$ cat src/rtl/prog_loader_pkg.sv
// Shared types and sizing for the program loader: FSM states, image depth,
// handshake timeout and counter widths.
package prog_loader_pkg;
  localparam int IMAGE_DEPTH = 16;
  localparam int TIMEOUT_CYC = 255;
  localparam int IDX_W       = 4;
  localparam int CNT_W       = 5;
  localparam int WD_W        = 8;

  typedef enum logic [2:0] {
    ST_IDLE,
    ST_ARM,
    ST_LOAD,
    ST_DONE,
    ST_ERROR
  } state_e;
endpackage

$ cat src/rtl/prog_image_ram.sv
// 16x8 program image: synchronous write, asynchronous read, contents survive reset.
module prog_image_ram
  import prog_loader_pkg::*;
(
  input  logic             clk,
  input  logic             we_i,
  input  logic [IDX_W-1:0] waddr_i,
  input  logic [7:0]       wdata_i,
  input  logic [IDX_W-1:0] raddr_i,
  output logic [7:0]       rdata_o
);
  logic [7:0] mem_q [IMAGE_DEPTH];

  always_ff @(posedge clk) begin
    if (we_i) mem_q[waddr_i] <= wdata_i;
  end

  assign rdata_o = mem_q[raddr_i];
endmodule

$ cat src/rtl/prog_loader.sv
// Streams a stored image byte-by-byte to a CPU, paced by falling edges of its
// ready request, with overrun and handshake-timeout detection.
//
// state | meaning
// IDLE  | waiting for start, image writable
// ARM   | one-cycle setup, programming asserted
// LOAD  | presenting image[index], counting ready falling edges
// DONE  | CPU reported completion, image writable
// ERROR | overrun or watchdog timeout, image writable
module prog_loader #(
  parameter int IMAGE_DEPTH = prog_loader_pkg::IMAGE_DEPTH,
  parameter int TIMEOUT_CYC = prog_loader_pkg::TIMEOUT_CYC
) (
  input  logic       clk,
  input  logic       rst_n,
  input  logic       img_we,
  input  logic [3:0] img_addr,
  input  logic [7:0] img_wdata,
  input  logic       start,
  input  logic       cpu_ready,
  input  logic       cpu_done_load,
  output logic       programming,
  output logic [7:0] prog_data,
  output logic       busy,
  output logic       done,
  output logic       err,
  output logic [4:0] bytes_sent
);
  import prog_loader_pkg::*;

  state_e           state_q, state_d;
  logic [IDX_W-1:0] idx_q, idx_d;
  logic [CNT_W-1:0] cnt_q, cnt_d;
  logic [WD_W-1:0]  wd_q, wd_d;
  logic             ready_q;
  logic             rdy_fall, rdy_edge, idle_like;
  logic [7:0]       ram_rdata;

  assign rdy_fall  = ready_q & ~cpu_ready;
  assign rdy_edge  = ready_q ^ cpu_ready;
  assign idle_like = (state_q == ST_IDLE) || (state_q == ST_DONE) || (state_q == ST_ERROR);

  prog_image_ram u_ram (
    .clk     (clk),
    .we_i    (img_we & idle_like),
    .waddr_i (img_addr),
    .wdata_i (img_wdata),
    .raddr_i (idx_q),
    .rdata_o (ram_rdata)
  );

  always_comb begin
    state_d = state_q;
    idx_d   = idx_q;
    cnt_d   = cnt_q;
    wd_d    = wd_q;
    case (state_q)
      ST_IDLE, ST_DONE, ST_ERROR: begin
        if (start) begin
          state_d = ST_ARM;
          idx_d   = '0;
          cnt_d   = '0;
          wd_d    = '0;
        end
      end
      ST_ARM: begin
        state_d = ST_LOAD;
        wd_d    = '0;
      end
      ST_LOAD: begin
        wd_d = rdy_edge ? '0 : wd_q + WD_W'(1);
        if (rdy_fall && (cnt_q == CNT_W'(IMAGE_DEPTH))) begin
          state_d = ST_ERROR;
        end else begin
          // A coincident falling edge is counted before completion is honoured.
          if (rdy_fall) begin
            cnt_d = cnt_q + CNT_W'(1);
            if (idx_q != IDX_W'(IMAGE_DEPTH - 1)) idx_d = idx_q + IDX_W'(1);
          end
          if (cpu_done_load) state_d = ST_DONE;
          else if (!rdy_edge && (wd_q == WD_W'(TIMEOUT_CYC - 1))) state_d = ST_ERROR;
        end
      end
      default: state_d = ST_IDLE;
    endcase
  end

  always_ff @(posedge clk) begin
    if (!rst_n) begin
      state_q <= ST_IDLE;
      idx_q   <= '0;
      cnt_q   <= '0;
      wd_q    <= '0;
      ready_q <= 1'b0;
    end else begin
      state_q <= state_d;
      idx_q   <= idx_d;
      cnt_q   <= cnt_d;
      wd_q    <= wd_d;
      ready_q <= cpu_ready;
    end
  end

  assign busy        = (state_q == ST_ARM) || (state_q == ST_LOAD);
  assign programming = busy;
  assign done        = (state_q == ST_DONE);
  assign err         = (state_q == ST_ERROR);
  assign prog_data   = busy ? ram_rdata : 8'h00;
  assign bytes_sent  = cnt_q;
endmodule

$ cat config.mk
export PLATFORM = sky130hd
export DESIGN_NAME = prog_loader
export DESIGN_NICKNAME = d
export VERILOG_FILES = /design/src/rtl/prog_loader_pkg.sv /design/src/rtl/prog_image_ram.sv /design/src/rtl/prog_loader.sv
export SDC_FILE = /design/constraint.sdc
export NUM_CORES = 1
export LEC_CHECK = 0
export CORE_MARGIN = 2
export CORE_UTILIZATION = 59
export CTS_CLUSTER_SIZE = 14
export DETAILED_ROUTE_END_ITERATION = 16
export PLACE_DENSITY = 0.88
export SLEW_MARGIN = 10
export SYNTH_ARGS = -nofsm -noshare
export SYNTH_HDL_FRONTEND = slang
export SYNTH_HIERARCHICAL = 1
export SYNTH_SLANG_ARGS = --single-unit
$ cat constraint.sdc
create_clock -name clk -period 3.7 [get_ports clk]
set_clock_uncertainty 0.15 [all_clocks]
set_input_delay 0.555 -clock clk [delete_from_list [all_inputs] [get_ports clk]]
set_output_delay 0.555 -clock clk [all_outputs]
set_load 0.05 [all_outputs]
==> flow_metrics.env, run 1 <==
export IMPL_path_class="register to output port"
export IMPL_drive_gt1_frac=0.1743
export IMPL_grt_usage=0.2563
export IMPL_cp_top_family="buffers and inverters"
export IMPL_via_per_inst=6.548
export IMPL_root_buffer="clkbuf_8"
export IMPL_place_inst=567
export IMPL_syn_avg_cell_area_um2=16.20
export IMPL_crit_chain="mux4_1 > a22oi_1 > nand2_1 > and2_1 > clkdlybuf4s50_1"
export IMPL_routed_wirelength_mm=13.94
export IMPL_antenna_cells=0
export IMPL_outcome="complete, no violations"
export IMPL_initial_core_util=0.5981
export IMPL_clkSinkCount=149
export IMPL_worstSetupEndpointType="output port"
export IMPL_yosys_cell_types_count=51
export IMPL_fin_hold_ws_ps=370.7
export IMPL_timing_fmax_ghz=0.2812
export IMPL_grt_pass1_vias=3812
export IMPL_ctsResizeCount=1
export IMPL_dp_slack_ps=361.2
export IMPL_path_buf_inv=1
export IMPL_die_x_um=108.1
export IMPL_relSlewSlack=0.4089
export IMPL_crit_slowest_cell="clkdlybuf4s50_1"
export IMPL_fp_coreArea_um2=10700
export IMPL_dieArea_um2=11690
export IMPL_dr_pass1_iters=5
export IMPL_cts_buffer_depth=2
export IMPL_startpoint_type="register"
export IMPL_worst_pin_slew_ps=878.8
export IMPL_fin_crit_sh=0.9612
export IMPL_yosysSeqAreaShare=0.6664
export IMPL_rsz0062_at_grt="false"
export IMPL_async_flop_share=0
export IMPL_final_nets=470
export IMPL_clk_latency_ps=540
export IMPL_drt_iter0_markers=515
export IMPL_htree_levels=4
export IMPL_synth_edf_count=128
export IMPL_syn_area_um2=6399
export IMPL_cts_buffers=17
export IMPL_vias=3922
export IMPL_cts_hold_buf=0
export IMPL_synth_ff_type="edfxtp_1"
export IMPL_finalHoldViolCount=0
export IMPL_crit_path_max_incr_delay_ps=690
export IMPL_synth_fp_nets=419
export IMPL_fp_row_count=38
export IMPL_wire_per_inst_um=23.27
export IMPL_irDropWorstVdd_mv=0.6574
export IMPL_drc_errors=0
export IMPL_powerDensity_nw_per_um2=523.2
export IMPL_yosys_top_cells_area="edfxtp_1 (60%), dfxtp_1 (6.6%), mux4_2 (6.3%)"
export IMPL_ys_warn_count=6
export IMPL_yosysTopAreaCellShare=0.6007
export IMPL_post_route_min_period_ps=3556
export IMPL_antenna_found_initial=0
export IMPL_final_cells=599
export IMPL_fin_util=0.7032
export IMPL_synth_top_area_cell="edfxtp_1"
export IMPL_setup_violations=0
export IMPL_p_leak_nw=2.450
export IMPL_dp_hpwl_mm=8.674
export IMPL_slew_viol_final=0
export IMPL_syn2layout_area_growth_pct=17.56
export IMPL_setup_ws_ps=143.6
export IMPL_setup_tns_final_ps=0
export IMPL_worstPathMaxFanout=16
export IMPL_cts_tree="yes"
export IMPL_ys_ff_latch=149
export IMPL_grt_ovfl_total=0
export IMPL_critical_path_required_ps=2990
export IMPL_postRouteAntennaNets=0
export IMPL_gp_congestion=0.9105
export IMPL_drv_cap=0
export IMPL_die_h_um=108.1
export IMPL_grt_max_degree=23
export IMPL_cts_setup_buffers=0
export IMPL_cp_arrival_ps=2850
export IMPL_portBuffers=34
export IMPL_min_path_type="register to register"
export IMPL_clk_pin_slew_ps=70
export IMPL_ioPinCount=35
export IMPL_grt_pass1_wl_mm=21.38
export IMPL_synth_cells=395
==> flip-flops by register name, summed over array words and instances (netlist names) <==
signal,cells
state_q,3
ready_q,1
bytes_sent,5
u_ram/mem_q,128
idx_q,4
wd_q,8
==> layout make-up <==
cell class | instances | area [um^2]
Sequential cell | 149 | 4268
Clock buffer | 18 | 417.9
Timing Repair Buffer | 53 | 470.5
Fill cell | 666 | 3176
Clock inverter | 14 | 192.7
Tap cell | 140 | 175.2
Multi-Input combinational cell | 210 | 1942
Inverter | 15 | 56.30
==> cells in the mapped netlist (all sizes together) (6+ instances only) <==
cell / instances
ha: 6
dfxtp: 21
a22oi: 16
edfxtp: 128
nand3: 13
mux4: 32
o21ai: 9
nor2: 17
nor3: 8
nand2: 17
o311ai: 10
a21oi: 13
buf: 13
mux2i: 7
and2: 13
inv: 15
==> layout by cell type, fill, tap and decap left out, drive strengths merged, types with 6 or more instances in the layout <==
cell type / instances
buf: 24
a22oi: 16
o311ai: 10
ha: 6
and2: 13
nor3: 8
dfxtp: 21
o21ai: 9
nand3: 13
mux4: 32
clkdlybuf4s50: 29
edfxtp: 128
mux2i: 7
nand2: 17
clkbuf: 18
inv: 22
a21oi: 13
nor2: 17
==> routing by layer <==
metal  part of all wire  global-route usage
met5                  0                   0
met4              0.023             0.09066
met3              0.077             0.06811
met2               0.49              0.4084
met1               0.41              0.3461
==> final timing paths <==
| check | slack, ps | cells past startpoint | endpoint | startpoint |
|---|---|---|---|---|
| max | 140 | 5 | prog_data[4] | idx_q[0]$_SDFFE_PN0P_ |
| min reg2reg | 370 | 2 | wd_q[2]$_SDFFE_PN0P_ | wd_q[2]$_SDFFE_PN0P_ |
| max reg2reg | 500 | 4 | u_ram/mem_q[3][1]$_DFFE_PP_ | state_q[0]$_SDFFE_PN0P_ |
| min | 370 | 2 | wd_q[2]$_SDFFE_PN0P_ | wd_q[2]$_SDFFE_PN0P_ |
==> cells by family (layout without fill, tap and decap cells) <==
group | Yosys count | after routing | synth area share
xor gates and xnor gates | 1 | 1 | 0.001369
DFF | 149 | 149 | 0.6664
and+or+nand+nor | 98 | 98 | 0.08487
buffers and inverters | 36 | 100 | 0.03070
muxes | 40 | 40 | 0.1336
AOI/OAI and AO/OA | 65 | 65 | 0.07137
adders and majority gates | 6 | 6 | 0.01173
==> worst min-delay path: cells and delay by family, from the launching register on <==
family / cells / cell delay [ps]
AO/OA/AOI/OAI: 2 / 130
flip-flops: 1 / 340
==> power breakdown <==
| part | total, mW | internal (mW) | switching, mW | leakage, nW |
|---|---|---|---|---|
| logic | 0.294 | 0.105 | 0.189 | 0.830 |
| clock network | 1.78 | 1.05 | 0.725 | 0.295 |
| registers | 1.87 | 1.85 | 0.0192 | 1.33 |
==> metrics by stage <==
step | total power [mW] | cell area [um^2]
floorplan | 2.082 | 6399
global placement | 2.177 | 6905
detailed placement | 2.189 | 6905
CTS | 3.952 | 7518
global route | 4.042 | 7522
finish | 3.936 | 7522
Note: power is estimated with default switching activity, not from simulation.
==> inputs of run 2 (changes only) <==
--- a/config.mk
+++ b/config.mk
@@ -9,6 +9,7 @@
 export CORE_UTILIZATION = 59
 export CTS_CLUSTER_SIZE = 14
 export DETAILED_ROUTE_END_ITERATION = 16
+export GPL_ROUTABILITY_DRIVEN = 0
 export PLACE_DENSITY = 0.88
 export SLEW_MARGIN = 10
 export SYNTH_ARGS = -nofsm -noshare
==> results of run 2 <==
No change in the layout: final DEF, timing and power equal those of run 1.
